<file path="config.mk">
export PLATFORM = sky130hd
export DESIGN_NAME = x_vector_fetch_flat
export DESIGN_NICKNAME = d
export VERILOG_FILES = /design/src/rtl/x_vector_fetch_if.sv /design/src/rtl/x_vector_fetch.sv /design/src/flat_wrapper.sv
export SDC_FILE = /design/constraint.sdc
export NUM_CORES = 1
export LEC_CHECK = 0
export CORE_MARGIN = 2
export CORE_UTILIZATION = 56
export CTS_CLUSTER_SIZE = 14
export DETAILED_ROUTE_END_ITERATION = 6
export GPL_TIMING_DRIVEN = 0
export PLACE_DENSITY = 0.8
export SKIP_CTS_REPAIR_TIMING = 1
export SLEW_MARGIN = 40
export SYNTH_ARGS = -nofsm -noshare
export SYNTH_HDL_FRONTEND = slang
export SYNTH_SLANG_ARGS = --single-unit
export TNS_END_PERCENT = 30
</file>
<file path="constraint.sdc">
create_clock -name clk -period 10.01 [get_ports clk]
set_clock_uncertainty 0.2 [all_clocks]
set_input_delay 2.5025 -clock clk [delete_from_list [all_inputs] [get_ports clk]]
set_output_delay 2.5025 -clock clk [all_outputs]
set_load 0.005 [all_outputs]
</file>
<file path="src/rtl/x_vector_fetch_if.sv">
// Index, memory request/response, output and start channels of x_vector_fetch.
// master: the fetch unit; slave: index producer, memory and consumer side.
interface x_vector_fetch_if #(
  parameter int INDEX_WIDTH = 32,
  parameter int ADDR_WIDTH  = 48,
  parameter int DATA_WIDTH  = 64,
  parameter int TAG_COUNT   = 4,
  parameter int TAG_WIDTH   = $clog2(TAG_COUNT)
);
  logic                   start;
  logic [ADDR_WIDTH-1:0]  start_addr;
  logic                   index_push;
  logic [INDEX_WIDTH-1:0] row;
  logic [INDEX_WIDTH-1:0] col;
  logic                   index_stall;
  logic                   req;
  logic                   req_stall;
  logic [TAG_WIDTH-1:0]   req_tag;
  logic [ADDR_WIDTH-1:0]  req_addr;
  logic                   push;
  logic [TAG_WIDTH-1:0]   push_tag;
  logic [DATA_WIDTH-1:0]  data;
  logic                   out_push;
  logic                   out_stall;
  logic [INDEX_WIDTH-1:0] out_row;
  logic [INDEX_WIDTH-1:0] out_col;
  logic [DATA_WIDTH-1:0]  out_value;

  modport master (
    input  start, start_addr, index_push, row, col, req_stall, push, push_tag, data, out_stall,
    output index_stall, req, req_tag, req_addr, out_push, out_row, out_col, out_value
  );

  modport slave (
    output start, start_addr, index_push, row, col, req_stall, push, push_tag, data, out_stall,
    input  index_stall, req, req_tag, req_addr, out_push, out_row, out_col, out_value
  );
endinterface

</file>
<file path="src/rtl/x_vector_fetch.sv">
// Fetches x[col] per accepted (row,col) via a tagged memory port; a TAG_COUNT reorder ring restores order.
// Latency: accept -> req next cycle; response -> out_push next cycle when it is the head entry.
// Backpressure: index_stall when ring full or req stalled; out_* hold under out_stall. X_FETCH_STATS_EN adds counters.
module x_vector_fetch #(
  parameter int INDEX_WIDTH = 32,
  parameter int ADDR_WIDTH  = 48,
  parameter int DATA_WIDTH  = 64,
  parameter int TAG_COUNT   = 4,
  parameter int TAG_WIDTH   = $clog2(TAG_COUNT)
) (
  input logic              clk,
  input logic              rst,
  x_vector_fetch_if.master bus
`ifdef X_FETCH_STATS_EN
  ,
  output logic [31:0]      stat_reqs,
  output logic [31:0]      stat_stall_cycles
`endif
);
  localparam int SHIFT = $clog2(DATA_WIDTH / 8);
  localparam int CNT_W = TAG_WIDTH + 1;

  logic [ADDR_WIDTH-1:0]  base;
  logic [TAG_COUNT-1:0]   ent_vld;
  logic [TAG_COUNT-1:0]   ent_rdy;
  logic [INDEX_WIDTH-1:0] ent_row [TAG_COUNT];
  logic [INDEX_WIDTH-1:0] ent_col [TAG_COUNT];
  logic [DATA_WIDTH-1:0]  ent_dat [TAG_COUNT];
  logic [TAG_WIDTH-1:0]   alloc_ptr;
  logic [TAG_WIDTH-1:0]   head_ptr;
  logic [CNT_W-1:0]       count;

  logic                   resp_ok;
  logic                   head_rdy;
  logic [DATA_WIDTH-1:0]  head_dat;
  logic                   load;
  logic                   full;
  logic                   accept;
  logic                   req_done;
  logic                   start_ok;
  logic [ADDR_WIDTH-1:0]  col_addr;

  assign resp_ok  = bus.push && ent_vld[bus.push_tag] && !ent_rdy[bus.push_tag];
  // A response for the head entry bypasses the ring so it reaches the output one cycle later.
  assign head_rdy = ent_rdy[head_ptr] || (resp_ok && (bus.push_tag == head_ptr));
  assign head_dat = ent_rdy[head_ptr] ? ent_dat[head_ptr] : bus.data;
  assign load     = head_rdy && (!bus.out_push || !bus.out_stall);
  assign full     = (count == CNT_W'(TAG_COUNT)) && !load;
  assign bus.index_stall = full || (bus.req && bus.req_stall);
  assign accept   = bus.index_push && !bus.index_stall;
  assign req_done = bus.req && !bus.req_stall;
  assign start_ok = bus.start && (count == '0);
  assign col_addr = base + (ADDR_WIDTH'(bus.col) << SHIFT);

  always_ff @(posedge clk or negedge rst) begin
    if (!rst) begin
      base          <= '0;
      ent_vld       <= '0;
      ent_rdy       <= '0;
      alloc_ptr     <= '0;
      head_ptr      <= '0;
      count         <= '0;
      bus.req       <= 1'b0;
      bus.req_tag   <= '0;
      bus.req_addr  <= '0;
      bus.out_push  <= 1'b0;
      bus.out_row   <= '0;
      bus.out_col   <= '0;
      bus.out_value <= '0;
    end else begin
      if (start_ok) begin
        base <= bus.start_addr;
      end
      if (resp_ok) begin
        ent_rdy[bus.push_tag] <= 1'b1;
      end
      // Free after the response write so a bypassed head never stays marked ready.
      if (load) begin
        ent_vld[head_ptr] <= 1'b0;
        ent_rdy[head_ptr] <= 1'b0;
        head_ptr          <= head_ptr + TAG_WIDTH'(1);
        bus.out_push      <= 1'b1;
        bus.out_row       <= ent_row[head_ptr];
        bus.out_col       <= ent_col[head_ptr];
        bus.out_value     <= head_dat;
      end else if (!bus.out_stall) begin
        bus.out_push <= 1'b0;
      end
      // Allocation last: when full, the freed head slot is the one being reallocated.
      if (accept) begin
        ent_vld[alloc_ptr] <= 1'b1;
        ent_rdy[alloc_ptr] <= 1'b0;
        alloc_ptr          <= alloc_ptr + TAG_WIDTH'(1);
        bus.req            <= 1'b1;
        bus.req_tag        <= alloc_ptr;
        bus.req_addr       <= col_addr;
      end else if (req_done) begin
        bus.req <= 1'b0;
      end
      count <= count + CNT_W'(accept) - CNT_W'(load);
    end
  end

  always_ff @(posedge clk) begin
    if (resp_ok) begin
      ent_dat[bus.push_tag] <= bus.data;
    end
    if (accept) begin
      ent_row[alloc_ptr] <= bus.row;
      ent_col[alloc_ptr] <= bus.col;
    end
  end

`ifdef X_FETCH_STATS_EN
  always_ff @(posedge clk or negedge rst) begin
    if (!rst) begin
      stat_reqs         <= '0;
      stat_stall_cycles <= '0;
    end else if (start_ok) begin
      stat_reqs         <= '0;
      stat_stall_cycles <= '0;
    end else begin
      if (req_done && (stat_reqs != '1)) begin
        stat_reqs <= stat_reqs + 32'd1;
      end
      if (bus.index_push && bus.index_stall && (stat_stall_cycles != '1)) begin
        stat_stall_cycles <= stat_stall_cycles + 32'd1;
      end
    end
  end
`endif
endmodule
</file>
<file path="src/flat_wrapper.sv">
// flat-port wrapper written by rule: the top's interface ports become plain ports
module x_vector_fetch_flat 
#(
  parameter int INDEX_WIDTH = 32,
  parameter int ADDR_WIDTH  = 48,
  parameter int DATA_WIDTH  = 64,
  parameter int TAG_COUNT   = 4,
  parameter int TAG_WIDTH   = $clog2(TAG_COUNT)
)
  (clk, rst, bus_start, bus_start_addr, bus_index_push, bus_row, bus_col, bus_req_stall, bus_push, bus_push_tag, bus_data, bus_out_stall, bus_index_stall, bus_req, bus_req_tag, bus_req_addr, bus_out_push, bus_out_row, bus_out_col, bus_out_value);
  x_vector_fetch_if #(.INDEX_WIDTH(INDEX_WIDTH), .ADDR_WIDTH(ADDR_WIDTH), .DATA_WIDTH(DATA_WIDTH), .TAG_COUNT(TAG_COUNT), .TAG_WIDTH(TAG_WIDTH)) bus_i ();
  input logic clk;
  input logic rst;
  input wire logic [$bits(bus_i.start)-1:0] bus_start;
  input wire logic [$bits(bus_i.start_addr)-1:0] bus_start_addr;
  input wire logic [$bits(bus_i.index_push)-1:0] bus_index_push;
  input wire logic [$bits(bus_i.row)-1:0] bus_row;
  input wire logic [$bits(bus_i.col)-1:0] bus_col;
  input wire logic [$bits(bus_i.req_stall)-1:0] bus_req_stall;
  input wire logic [$bits(bus_i.push)-1:0] bus_push;
  input wire logic [$bits(bus_i.push_tag)-1:0] bus_push_tag;
  input wire logic [$bits(bus_i.data)-1:0] bus_data;
  input wire logic [$bits(bus_i.out_stall)-1:0] bus_out_stall;
  output wire logic [$bits(bus_i.index_stall)-1:0] bus_index_stall;
  output wire logic [$bits(bus_i.req)-1:0] bus_req;
  output wire logic [$bits(bus_i.req_tag)-1:0] bus_req_tag;
  output wire logic [$bits(bus_i.req_addr)-1:0] bus_req_addr;
  output wire logic [$bits(bus_i.out_push)-1:0] bus_out_push;
  output wire logic [$bits(bus_i.out_row)-1:0] bus_out_row;
  output wire logic [$bits(bus_i.out_col)-1:0] bus_out_col;
  output wire logic [$bits(bus_i.out_value)-1:0] bus_out_value;
  assign bus_i.start = bus_start;
  assign bus_i.start_addr = bus_start_addr;
  assign bus_i.index_push = bus_index_push;
  assign bus_i.row = bus_row;
  assign bus_i.col = bus_col;
  assign bus_i.req_stall = bus_req_stall;
  assign bus_i.push = bus_push;
  assign bus_i.push_tag = bus_push_tag;
  assign bus_i.data = bus_data;
  assign bus_i.out_stall = bus_out_stall;
  assign bus_index_stall = bus_i.index_stall;
  assign bus_req = bus_i.req;
  assign bus_req_tag = bus_i.req_tag;
  assign bus_req_addr = bus_i.req_addr;
  assign bus_out_push = bus_i.out_push;
  assign bus_out_row = bus_i.out_row;
  assign bus_out_col = bus_i.out_col;
  assign bus_out_value = bus_i.out_value;
  x_vector_fetch #(.INDEX_WIDTH(INDEX_WIDTH), .ADDR_WIDTH(ADDR_WIDTH), .DATA_WIDTH(DATA_WIDTH), .TAG_COUNT(TAG_COUNT), .TAG_WIDTH(TAG_WIDTH)) u_core (.clk(clk), .rst(rst), .bus(bus_i));
endmodule
</file>
After elaboration in Yosys (flattened, before gate mapping)

Memory sizes are Yosys's and may differ from the RTL's. A register that Yosys moved wholly into a read port is not among the register bits.
Index checks and enable logic that the tools add are counted.

Bits in registers: 115
RAM bits: 512
Word-level logic and storage cells: 85
Memories kept: 3

Memory list:

| memory         | words | bits a word | read ports | clocked after memory_dff | write ports | RTL line             | text |
|---|---|---|---|---|---|---|---|
| u_core.ent_dat | 4     | 64          | 1          | 1                        | 1           | x_vector_fetch.sv:28 | `logic [DATA_WIDTH-1:0] ent_dat [TAG_COUNT];` |
| u_core.ent_col | 4     | 32          | 1          | 1                        | 1           | x_vector_fetch.sv:27 | `logic [INDEX_WIDTH-1:0] ent_col [TAG_COUNT];` |
| u_core.ent_row | 4     | 32          | 1          | 1                        | 1           | x_vector_fetch.sv:26 | `logic [INDEX_WIDTH-1:0] ent_row [TAG_COUNT];` |

Add/sub/neg operators: 5
Order comparisons: 6
Eq/ne operators: 3
Mux-type cells: 25
Bitwise gates (word level): 7
Reductions and logical operators: 26

Operators with widths:

| kind                                                              | count |
|---|---|
| adder 48 x 35 -> 48 bit                                           | 1 |
| two-way mux 4 bit                                                 | 5 |
| two-way mux 1 bit                                                 | 14 |
| bitwise AND 4 bit                                                 | 3 |
| logical AND 1 bit                                                 | 12 |
| logical NOT 1 bit                                                 | 9 |
| < comparator 2 x 3 -> 1 bit, second input constant                | 3 |
| inverter 4 bit                                                    | 2 |
| bitwise OR 4 bit                                                  | 2 |
| binary-select mux 1 bit (select 2 bit)                            | 3 |
| demux 1 bit (select 2 bit)                                        | 3 |
| greater-or-equal comparator 2 x 1 -> 1 bit, second input constant | 3 |
| adder 2 x 1 -> 2 bit, second input constant                       | 2 |
| adder 3 x 1 -> 3 bit                                              | 1 |
| == test 3 bit, second input constant                              | 1 |
| logical NOT 3 bit                                                 | 1 |
| logical OR 1 bit                                                  | 3 |
| subtractor 3 x 1 -> 3 bit                                         | 1 |
| == test 2 bit                                                     | 1 |
| != test 2 x 1 -> 1 bit, second input constant                     | 1 |
| nonzero test 2 bit                                                | 1 |

Longest topological paths before layout

Depth after elaboration: 14
Gate-level depth with buffers: 15
Depth with buffers taken out: 12

Worst setup path before layout

OpenSTA, ideal clock, no wires.

Kind: input port to flip-flop
Start: in bus_push_tag[1]
End: mem u_core.ent_dat[0][0] (enable)
Library setup time: 668 ps
Data arrival time: 9,717 ps
Data required time: 9,142 ps
Path slack: -575 ps
Cell stages on the path: 3
Buffers on the path: 1
Cells stage by stage: buf_2 > or3b_1 > nor4b_1

Cells in the longest elaborated chain, start to end: 6

RTL lines:

| what                                                          | RTL line              | text |
|---|---|---|
| start: declaration                                            | flat_wrapper.sv:21    | `input wire logic [$bits(bus_i.push_tag)-1:0] bus_push_tag;` |
| binary-select mux 1 bit (select 2 bit)                        | x_vector_fetch.sv:43  | `assign resp_ok = bus.push && ent_vld[bus.push_tag] && !ent_rdy[bus.push_tag];` |
| two-way mux 1 bit (implied by the code)                       | x_vector_fetch.sv:43  |  |
| logical AND 1 bit / logical NOT 1 bit (equally long branches) | x_vector_fetch.sv:43  |  |
| logical AND 1 bit                                             | x_vector_fetch.sv:43  |  |
| two-way mux 1 bit                                             | x_vector_fetch.sv:105 | `if (resp_ok) begin` |
| two-way mux 1 bit (implied by the code)                       | x_vector_fetch.sv:106 | `ent_dat[bus.push_tag] <= bus.data;` |
| end: declaration                                              | x_vector_fetch.sv:28  |  |

Parallel ways exist; a longest one is shown, timed or not. The select of a mux whose other input is x is not followed.

Worst setup path after layout

Start: in bus_push_tag[0]
End: out bus_index_stall

Cells in the longest elaborated chain, start to end: 10

RTL lines:

| what                                                          | RTL line             | text |
|---|---|---|
| binary-select mux 1 bit (select 2 bit)                        | x_vector_fetch.sv:43 |  |
| two-way mux 1 bit (implied by the code)                       | x_vector_fetch.sv:43 |  |
| logical AND 1 bit / logical NOT 1 bit (equally long branches) | x_vector_fetch.sv:43 |  |
| logical AND 1 bit                                             | x_vector_fetch.sv:43 |  |
| logical AND 1 bit *                                           | x_vector_fetch.sv:45 | `assign head_rdy = ent_rdy[head_ptr] \|\| (resp_ok && (bus.push_tag == head_ptr));` |
| logical OR 1 bit *                                            | x_vector_fetch.sv:45 |  |
| logical AND 1 bit *                                           | x_vector_fetch.sv:47 | `assign load = head_rdy && (!bus.out_push \|\| !bus.out_stall);` |
| logical NOT 1 bit *                                           | x_vector_fetch.sv:48 | `assign full = (count == CNT_W'(TAG_COUNT)) && !load;` |
| logical AND 1 bit *                                           | x_vector_fetch.sv:48 |  |
| logical OR 1 bit *                                            | x_vector_fetch.sv:49 | `assign bus.index_stall = full \|\| (bus.req && bus.req_stall);` |
| end: declaration                                              | flat_wrapper.sv:24   | `output wire logic [$bits(bus_i.index_stall)-1:0] bus_index_stall;` |

Every way passes the cells marked *; elsewhere a longest branch is shown, timed or not. The select of a mux whose other input is x is not followed.

==> metrics <==
CP startpoint kind input pin; Reg2Reg Setup Slack 5.86 ns; global route overflow 0; GPL Wtd Cong 0.898; Pwr Density 301 nW/um2; asr flop ratio synth 32.2%; first-pass GRT wire length 112,000 um; TritonCTS clock tree done; CP peak stage delay 0.65 ns; LEAKAGE 14.1 nW; Initial Util 56.3%; Via Count 18,300; met1 global-route usage 34.3%; CTS Root Cell clkbuf_16; post-route ant nets 0; min-delay worst type flop to flop; met2 usage in global routing 45.1%; vias in the first global route 19,300; DRT iter0 DRCs 1,258; Crit Path Class input pin to output port; CP Max Fanout 6; Syn-to-layout area delta 25.5%; per-instance average area after synthesis 16.1 um2; Hold Path Stages 2; most common flop cell mapped by yosys edfxtp_1; Reg-to-Reg Start u_core.head_ptr[0]$_DFFE_PN0N_; VDD IR max 175 uV; most frequent CP cell clkdlybuf4s50_1; Finished Layout Cells 3,131; Hold Vio Cnt, Final 0; router iterations before antenna repair 5; H-Tree Depth 3; layout cells sized above 1 16.6%; Max Root-Sink Buffers 3; FF+latch count, synth 755; hold endpoint u_core.bus.out_col[9]$_DFFE_PN0N_; Mapped Cells 1,872; hpwl dp 50,300 um; final setup vio count 0; CP Data Required Time 7.31 ns; met3 track demand over resource 5.69%; Port Buf Inserts 364; Top Ports 366; total of max-cap violations 0; fin. max-slew vios 0; Hold Startpoint u_core.bus.out_col[9]$_DFFE_PN0N_; worst path cell trace clkdlybuf4s50_1, a211o_1, a21oi_2, o21ai_2, nand3_2, nand2_1, clkdlybuf4s50_1; wire per inst 23.2 um; worst r2r dst u_core.count[2]$_DFF_PN0_; Post-synth EDFFs 512; sequential share of the synthesized area 71.1%; min cycle time layout 7.44 ns; Synth Warn # 0; placed insts 2,982; crit path DAT 4.73 ns; Tightest Pin Transition 0.925 ns; Unique masters post-synth 64; CTS Buf Count 77; routed vias/inst 5.84; Core Region 53,600 um2; Worst-path clk slew 0.06 ns; setup TNS 0 ns; die area 55,800 um2; Residual DRC 0; chip height 236 um; Total GRT Usage 26.6%; Post-Route WL 72,800 um; initial antenna violation count 7; status finished, final reports clean; post-synth net total 2,101; DIE WIDTH 236 um; largest net degree at the start of global routing 68; fin crit share 74.3%; Std-Cell Rows 85; Worst path slowest cell clkdlybuf4s50_1; unrepaired setup endpoints after global routing false; Synth Cell Area 30,200 um2; Reg2Reg Depth 13; Sink Count 755; kind of end point of the critical path output port; Clock Latency Late Sink 0.61 ns; Slew headroom 37.7%; total power after layout 11.4 mW; global route hottest layer met2; Final nets 2,594; highest clock rate 134 MHz
==> power by group <==
group | switching (mW) | internal (mW)
clock | 1.18 | 1.58
combinational | 2.19 | 1.99
sequential | 0.365 | 4.10
==> cells in the mapped netlist, drive strengths merged, types with 26 or more instances <==
| library cell | n | area, um2 |
|---|---|---|
| edfxtp | 512 | 15400 |
| nand2 | 355 | 1330 |
| dfrtp | 243 | 6080 |
| mux4 | 129 | 2910 |
| o21ai | 127 | 643 |
| mux2i | 64 | 641 |
| clkbuf | 52 | 196 |
| ha | 42 | 526 |
| mux2 | 42 | 473 |
| buf | 39 | 203 |
| a21oi | 38 | 198 |
| inv | 26 | 97.6 |
==> cells in the final DEF, fill, tap and decap left out, drive strengths merged, types with 3 or more instances in the layout <==
| cell | n |
|---|---|
| and2 | 4 |
| and3 | 7 |
| a21oi | 38 |
| mux2i | 64 |
| a31oi | 10 |
| a211o | 6 |
| clkdlybuf4s50 | 363 |
| a2111oi | 5 |
| mux2 | 42 |
| xnor2 | 23 |
| clkbuf | 163 |
| nand3 | 15 |
| o21bai | 3 |
| nand4 | 7 |
| inv | 30 |
| nor2b | 5 |
| o21a | 5 |
| or3 | 3 |
| edfxtp | 512 |
| ha | 42 |
| xor2 | 17 |
| a31o | 8 |
| a211oi | 6 |
| clkinv | 24 |
| dfrtp | 243 |
| and4 | 3 |
| a21o | 20 |
| nor2 | 23 |
| nor3b | 3 |
| diode | 6 |
| o31ai | 3 |
| nand2 | 355 |
| o21ai | 127 |
| buf | 90 |
| o211ai | 3 |
| mux4 | 129 |
==> worst max path at each step <==
| stage | from | cells past startpoint | to | slack (ns) |
|---|---|---|---|---|
| 6_report | bus_push_tag[0] | 7 | bus_index_stall | 2.57 |
| 5_1_grt | bus_push_tag[0] | 7 | bus_index_stall | 2.49 |
| 3_3_place_gp | rst | 1 | u_core.bus.out_value[49]$_DFFE_PN0N_ | -4.67 |
| 4_1_cts | bus_push_tag[0] | 7 | bus_index_stall | 2.58 |
| 3_5_place_dp | bus_push_tag[0] | 7 | bus_index_stall | 2.58 |
| 2_1_floorplan | bus_push_tag[1] | 5 | u_core.ent_rdy[1]$_DFF_PN0_ | 1.14 |
==> area by class of cell <==
| cell class | instances | area, um2 |
|---|---|---|
| clock inverters | 32 | 225 |
| plain buffers | 91 | 418 |
| flip-flops and latches | 755 | 21500 |
| clock buffers | 111 | 2190 |
| diodes | 6 | 15.0 |
| repair buffers | 414 | 4320 |
| inverters | 26 | 97.6 |
| fillers | 3358 | 15700 |
| well taps | 696 | 871 |
| multi-input cells | 1000 | 8310 |
==> cells by family after synthesis <==
kind of cell / share of synthesized area [%]
AO/OA/AOI/OAI: 4.88
XOR/XNOR: 1.16
adder cells (fa/ha/maj): 1.87
buffers and inverters: 1.65
flip-flops: 71.1
multiplexers: 13.3
AND/OR/NAND/NOR: 6.04
==> sequential cells by signal (all words and copies together) (netlist names) <==
register / flops
u_core.ent_col: 128
u_core.bus.req: 1
u_core.bus.out_row: 32
u_core.count: 3
u_core.alloc_ptr: 2
u_core.head_ptr: 2
u_core.ent_row: 128
u_core.bus.out_push: 1
u_core.ent_vld: 4
u_core.base: 48
u_core.ent_rdy: 4
u_core.bus.req_tag: 2
u_core.ent_dat: 256
u_core.bus.out_col: 32
u_core.bus.req_addr: 48
u_core.bus.out_value: 64
==> per-layer routing <==
| layer | share of wire, % | vias to the layer above |
|---|---|---|
| met5 | 0.018 | - |
| met4 | 2.9 | 2 |
| met3 | 7.7 | 131 |
| met2 | 51 | 720 |
| met1 | 39 | 9379 |
| li1 | - | 8045 |
==> critical path: cells and delay by family <==
kind	cells	cell delay [ns]
and+or+nand+nor	2	0.32
buffers and inverters	2	1.16
AOI/OAI and AO/OA	3	0.75
==> per-stage QoR <==
step / hold slack, ns / worst slack [ns] / util, % / instance area [um2]
6_report: 0.272 / 2.57 / 70.7 / 37900
5_1_grt: 0.287 / 2.49 / 70.7 / 37900
4_1_cts: 0.276 / 2.58 / 70.7 / 37900
3_5_place_dp: 0.262 / 2.58 / 66.2 / 35500
3_3_place_gp: 0.251 / -4.67 / 64.7 / 34700
2_1_floorplan: 0.235 / 1.14 / - / 30200
(Power assumes the default switching activity.)
